## src/rtl/muldiv_pkg.sv

```systemverilog
// Shared types and constants for the iterative multiply/divide unit.
package muldiv_pkg;

  // Operation codes presented on the op port together with start.
  typedef enum logic [2:0] {
    MD_MULT  = 3'b000,
    MD_MULTU = 3'b001,
    MD_DIV   = 3'b010,
    MD_DIVU  = 3'b011,
    MD_MTHI  = 3'b100,
    MD_MTLO  = 3'b101
  } md_op_t;

  // Control FSM states.
  typedef enum logic [1:0] {
    IDLE   = 2'd0,
    CALC   = 2'd1,
    FINISH = 2'd2
  } md_state_t;

  // Selects which datapath a single iteration exercises.
  typedef enum logic {
    STEP_MUL = 1'b0,
    STEP_DIV = 1'b1
  } md_step_mode_t;

  // One result bit is produced per CALC cycle.
  localparam int MD_ITER = 32;

  // Magnitude of a 32-bit operand; unsigned operands pass through untouched.
  // |0x80000000| is 0x80000000 read as unsigned, which the datapath expects.
  function automatic logic [31:0] md_abs(input logic [31:0] v, input logic is_signed);
    return (is_signed && v[31]) ? (~v + 32'd1) : v;
  endfunction

endpackage

```

## src/rtl/muldiv_step.sv

```systemverilog
// One combinational iteration of the shared multiply/divide datapath.
//
// Multiply: acc = {partial_product_hi, multiplier_remaining}. If the low bit of
// the multiplier is set the operand is added into the upper half, then the
// whole 65-bit {carry, acc} shifts right one place.
//
// Divide (restoring): acc = {partial_remainder, dividend_remaining}. The next
// dividend bit is shifted into the remainder, a 33-bit subtract against the
// divisor decides the quotient bit, and the quotient bit enters at the bottom.
module muldiv_step
  import muldiv_pkg::*;
(
  input  logic [63:0]   acc_i,
  input  logic [31:0]   operand_i,
  input  md_step_mode_t mode_i,
  output logic [63:0]   acc_o
);

  logic [32:0] add_sum;
  logic [32:0] rem_shift;
  logic [32:0] sub_diff;
  logic        sub_ok;

  // Evaluate both paths and select the one for the current operation.
  always_comb begin
    add_sum   = {1'b0, acc_i[63:32]} + {1'b0, (acc_i[0] ? operand_i : 32'd0)};
    rem_shift = {acc_i[63:32], acc_i[31]};
    sub_diff  = rem_shift - {1'b0, operand_i};
    sub_ok    = (rem_shift >= {1'b0, operand_i});
    if (mode_i == STEP_DIV) begin
      // A restored remainder is always below the divisor, so 32 bits suffice.
      // With a zero divisor every subtract "succeeds" and the remainder just
      // collects the dividend bits, which the top level overrides anyway.
      acc_o = {(sub_ok ? sub_diff[31:0] : rem_shift[31:0]), acc_i[30:0], sub_ok};
    end else begin
      acc_o = {add_sum, acc_i[31:1]};
    end
  end

endmodule

```

## src/rtl/muldiv_unit.sv

```systemverilog
// Iterative MIPS multiply/divide unit with architectural HI/LO registers.
// MULT/MULTU/DIV/DIVU take 32 CALC cycles plus one FINISH cycle; MTHI/MTLO
// write HI/LO directly from IDLE without going busy.
module muldiv_unit
  import muldiv_pkg::*;
(
  input  logic        clk,
  input  logic        reset,
  input  logic        start,
  input  logic [2:0]  op,
  input  logic [31:0] a,
  input  logic [31:0] b,
  output logic        busy,
  output logic        done,
  output logic [31:0] hi,
  output logic [31:0] lo
);

  md_state_t     state_q, state_d;
  logic [5:0]    cnt_q, cnt_d;
  logic [63:0]   acc_q;
  logic [31:0]   operand_q;
  md_step_mode_t mode_q;
  logic          neg_res_q;
  logic          neg_rem_q;
  logic          div_zero_q;
  logic [31:0]   a_orig_q;
  logic [31:0]   hi_q, lo_q;
  logic          done_q;

  // Operation decode of the incoming request.
  logic        op_is_md;
  logic        op_signed;
  logic        op_div;
  logic        accept_md;
  logic [31:0] abs_a;
  logic [31:0] abs_b;

  // Datapath results.
  logic [63:0] acc_step;
  logic [63:0] prod_fixed;
  logic [31:0] quot_fixed;
  logic [31:0] rem_fixed;
  logic [31:0] res_hi;
  logic [31:0] res_lo;

  // Decode op and form operand magnitudes for a new request.
  always_comb begin
    op_is_md  = (op == MD_MULT) || (op == MD_MULTU) || (op == MD_DIV) || (op == MD_DIVU);
    op_signed = (op == MD_MULT) || (op == MD_DIV);
    op_div    = (op == MD_DIV)  || (op == MD_DIVU);
    accept_md = start && op_is_md && (state_q == IDLE);
    abs_a     = md_abs(a, op_signed);
    abs_b     = md_abs(b, op_signed);
  end

  muldiv_step u_step (
    .acc_i     (acc_q),
    .operand_i (operand_q),
    .mode_i    (mode_q),
    .acc_o     (acc_step)
  );

  // Next-state and iteration counter logic.
  always_comb begin
    state_d = state_q;
    cnt_d   = cnt_q;
    case (state_q)
      IDLE: begin
        if (accept_md) begin
          state_d = CALC;
          cnt_d   = 6'd0;
        end
      end
      CALC: begin
        cnt_d = cnt_q + 6'd1;
        if (cnt_q == 6'(MD_ITER - 1)) begin
          state_d = FINISH;
        end
      end
      FINISH: begin
        state_d = IDLE;
      end
      default: begin
        state_d = IDLE;
      end
    endcase
  end

  // Sign fix-up and HI/LO selection for the completed operation.
  always_comb begin
    prod_fixed = neg_res_q ? (~acc_q + 64'd1) : acc_q;
    quot_fixed = neg_res_q ? (~acc_q[31:0] + 32'd1) : acc_q[31:0];
    rem_fixed  = neg_rem_q ? (~acc_q[63:32] + 32'd1) : acc_q[63:32];
    if (mode_q == STEP_MUL) begin
      res_hi = prod_fixed[63:32];
      res_lo = prod_fixed[31:0];
    end else if (div_zero_q) begin
      res_hi = a_orig_q;
      res_lo = 32'hFFFF_FFFF;
    end else begin
      res_hi = rem_fixed;
      res_lo = quot_fixed;
    end
  end

  // FSM state and counter registers.
  always_ff @(posedge clk or posedge reset) begin
    if (reset) begin
      state_q <= IDLE;
      cnt_q   <= 6'd0;
    end else begin
      state_q <= state_d;
      cnt_q   <= cnt_d;
    end
  end

  // Operand capture on accept, then one datapath iteration per CALC cycle.
  always_ff @(posedge clk or posedge reset) begin
    if (reset) begin
      acc_q      <= 64'd0;
      operand_q  <= 32'd0;
      mode_q     <= STEP_MUL;
      neg_res_q  <= 1'b0;
      neg_rem_q  <= 1'b0;
      div_zero_q <= 1'b0;
      a_orig_q   <= 32'd0;
    end else if (accept_md) begin
      // Multiply keeps the multiplier in the low half and adds the
      // multiplicand; divide keeps the dividend low and subtracts the divisor.
      acc_q      <= {32'd0, (op_div ? abs_a : abs_b)};
      operand_q  <= op_div ? abs_b : abs_a;
      mode_q     <= op_div ? STEP_DIV : STEP_MUL;
      neg_res_q  <= op_signed && (a[31] ^ b[31]);
      neg_rem_q  <= op_signed && op_div && a[31];
      div_zero_q <= op_div && (b == 32'd0);
      a_orig_q   <= a;
    end else if (state_q == CALC) begin
      acc_q <= acc_step;
    end
  end

  // Architectural HI/LO: written at the end of FINISH or by MTHI/MTLO in IDLE.
  always_ff @(posedge clk or posedge reset) begin
    if (reset) begin
      hi_q <= 32'd0;
      lo_q <= 32'd0;
    end else if (state_q == FINISH) begin
      hi_q <= res_hi;
      lo_q <= res_lo;
    end else if (start && (state_q == IDLE)) begin
      if (op == MD_MTHI) begin
        hi_q <= a;
      end else if (op == MD_MTLO) begin
        lo_q <= a;
      end
    end
  end

  // Completion pulse, registered so it lands in the cycle after FINISH.
  always_ff @(posedge clk or posedge reset) begin
    if (reset) begin
      done_q <= 1'b0;
    end else begin
      done_q <= (state_q == FINISH);
    end
  end

  assign busy = (state_q != IDLE);
  assign done = done_q;
  assign hi   = hi_q;
  assign lo   = lo_q;

endmodule

```

## config.mk

```make
export PLATFORM = sky130hd
export DESIGN_NAME = muldiv_unit
export DESIGN_NICKNAME = d
export VERILOG_FILES = /design/src/rtl/muldiv_pkg.sv /design/src/rtl/muldiv_step.sv /design/src/rtl/muldiv_unit.sv
export SDC_FILE = /design/constraint.sdc
export NUM_CORES = 1
export LEC_CHECK = 0
export BUFFER_PORTS_ARGS = -buffer_cell sky130_fd_sc_hd__buf_2
export CORE_MARGIN = 2
export CORE_UTILIZATION = 46
export DETAILED_ROUTE_END_ITERATION = 8
export HOLD_SLACK_MARGIN = 0.1
export PLACE_DENSITY = 0.65
export RECOVER_POWER = 25
export SYNTH_ARGS = -nofsm -noshare
export SYNTH_HDL_FRONTEND = slang
export SYNTH_SLANG_ARGS = --single-unit
```

## constraint.sdc

```tcl
create_clock -name clk -period 9.3 [get_ports clk]
set_input_delay 1.395 -clock clk [delete_from_list [all_inputs] [get_ports clk]]
set_output_delay 1.395 -clock clk [all_outputs]
set_load 0.005 [all_outputs]
```

==> metrics <==
Final ANT Viol Nets=0; Yosys cell types=86; class of the worst hold path=flip-flop to flip-flop; Die H=199 um; first-pass GRT wire length=98.7 mm; violated checks=max-capacitance violations, max-slew violations; outcome=finished, violations left; VDD IR max=0.166 mV; post-route minimum period=5.68 ns; mux contribution to synthesized area=5.35%; Final HPWL DP=48.0 mm; clk_lat worst skew=0.57 ns; Post-synth EDFFs=0; flop2flop setup slack=4.34 ns; CP arrival=6.12 ns; Placer Congestion=1.02; slowest CP cell=or2_0; gr ovfl total=0; hold violation count in the final report=0; type of the worst setup path=primary input to flip-flop; number of synthesized register bits=205; Final Non-Filler Cells=2,801; CTS tree=yes; MaxCap Viol Count=4; Post-Synth Adder-Cell Area=5.16%; multi-input logic area=11,400 sq um; Max-slew headroom=-206%; largest net degree at the start of global routing=98; CP Data Required Time=9.74 ns; Core Util, Final=51.2%; drt wl/cell=23.6 um; Synth Cell Area=17,500 sq um; Tcrit/Tclk final=61.1%; pwr/cell area=338 nW/um^2; Mean Syn Cell Area=7.73 sq um; Post-route DRC=0; DR vias=17,900; most frequent cells in the layout=nand2_1 (340), o21ai_0 (210), dfrtp_1 (204), a21oi_1 (178), nor2_1 (172); setup violators final=0; routed vias/inst=6.40; post-synthesis cell count=2,266; Final Power=0.00649 W; core area=37,600 sq um; commonest non-fill, non-tap cell in the layout=nand2_1; cts hold-fix bufs=0; Worst Setup SP=op[2]; GRT Total Usage=32.7%; Buffers on Ports=135; drt first pass iters=6; CP bufs+invs=1; DR iter-0 viols=2,207; Primary FF master, synth=dfrtp_1; IO Pins=136; Synth Net Count=2,407; # fillers=3,614; family with the most delay on the worst path=simple AND/OR/NAND/NOR gates; Clock Skews=0.0246 ns; Max Fclk=176 MHz; CP endpoint kind=flip-flop; setup_tns=0 ns; FF+latch area=5130 sq um; FF-to-FF Start=state_q[1]; routed wire length=66.0 mm; ratio of cells with drive above 1 in the final layout=10.6%; Area Growth Syn to Fin=9.75%; Clock Tree Root=clkbuf_16; Leak Pwr=8.17 nW; Worst Reg-to-Reg Cells=5; r2r endpoint=cnt_q[5]; # rows=71; width of the die=199 um; vias in the first global route=16,200; CTS max path bufs=3; xor/xnor cell area share of the yosys netlist=8.55%; initial antenna violation count=0; crit-path cells=clkbuf_1 -> or2_0 -> o311ai_0 -> o41ai_1; H-tree Lvls=1; clock sink count=205; RSZ-0062 raised after global routing=false; Final nets=2,412; crit path max fanout=65; Compound-Gate Fraction of Synth Area=26.6%; Worst path max stage delay=3.33 ns; Syn. warnings=0; Worst Max-Slew Pin Slew=4.59 ns; Crit path depth=4; startpoint class of the critical path=primary input; post_cts resized=0; asr flop ratio synth=100%; largest family of logic cells by synthesized area=compound AO/OA/AOI/OAI gates; Post-Place Cells=2,755; simple-gate share of the synthesized area=19.4%; Slew Viols, Final=256; TritonCTS Buffers=25; n_diodes=0; register area share after synthesis=29.3%; Post-CTS Setup Bufs=0; Reg clk slew, reported paths=0.06 ns; die area=39,700 sq um; Initial Utilization=46.6%; crit path to=cnt_q[5]
==> flip-flops by register name, indices dropped and copies added (netlist names), 2 cells and up <==
| register | count |
|---|---|
| a_orig_q | 32 |
| acc_q | 64 |
| cnt_q | 6 |
| hi | 32 |
| lo | 32 |
| operand_q | 32 |
| state_q | 2 |
==> layout make-up <==
| type | instances | share of cell area, % |
|---|---|---|
| Clock buffer | 34 | 3.79 |
| Clock inverter | 12 | 0.983 |
| Inverter | 74 | 1.45 |
| Multi-Input combinational cell | 1809 | 59.5 |
| Sequential cell | 205 | 26.7 |
| Tap cell | 511 | 3.33 |
| Timing Repair Buffer | 156 | 4.29 |
==> logic make-up (layout without fill, tap and decap cells) <==
logic type                 Yosys count  in the layout
and+or+nand+nor                    742            742
AOI/OAI and AO/OA                  732            732
buffers and inverters              252            276
DFF                                205            205
xor gates and xnor gates           171            171
muxes                               93             93
adders and majority gates           71             71
==> worst min-delay path by stage <==
stage | from | endpoint | cells past startpoint
2_1_floorplan | cnt_q[5] | cnt_q[5] | 1
5_1_grt | cnt_q[5] | cnt_q[5] | 1
3_5_place_dp | a_orig_q[20] | a_orig_q[20] | 2
4_1_cts | cnt_q[5] | cnt_q[5] | 1
3_3_place_gp | cnt_q[5] | cnt_q[5] | 1
6_report | cnt_q[5] | cnt_q[5] | 1
==> through the flow <==
step           setup WS (ns)  area, sq um  hold WS (ns)
6_report                3.62        19200         0.472
5_1_grt                 3.29        19200         0.486
4_1_cts                 5.23        19200         0.473
3_5_place_dp            4.79        18300         0.464
3_3_place_gp            4.85        18300         0.453
2_1_floorplan           2.31        17500         0.439
==> routing by layer <==
metal	vias to the layer above	track usage [%]	wire (um)
met5	-	0	0
met4	0	16.4	3540
met3	162	5.10	6710
met2	1029	48.2	27700
met1	8570	46.4	28000
li1	8160	-	-
==> cell usage after synthesis, drive strengths merged, types with 15 or more instances <==
master | count | area (sq um)
nand2 | 341 | 1280
o21ai | 216 | 1080
dfrtp | 205 | 5130
a21oi | 179 | 896
nor2 | 174 | 653
clkbuf | 140 | 528
xnor2 | 98 | 858
mux2i | 88 | 881
inv | 74 | 278
xor2 | 73 | 639
o211ai | 72 | 541
ha | 69 | 863
a21o | 46 | 345
buf | 37 | 185
a32oi | 33 | 289
nor3 | 32 | 160
nand3 | 31 | 155
o31ai | 27 | 208
a31oi | 24 | 150
nand2b | 22 | 138
nor4 | 21 | 144
or4 | 18 | 139
o41ai | 17 | 164
a211oi | 16 | 120
nor2b | 16 | 100
nand4 | 15 | 93.8
==> report_power, final <==
part           switching [W]  total, W  leakage [nW]  internal, W
sequential          0.000546   0.00172          2.46      0.00117
clock               0.000441   0.00111         0.452     0.000666
combinational        0.00218   0.00367          5.25      0.00149
total                0.00317   0.00649          8.17      0.00333
Note: power is estimated with default switching activity, not from simulation.
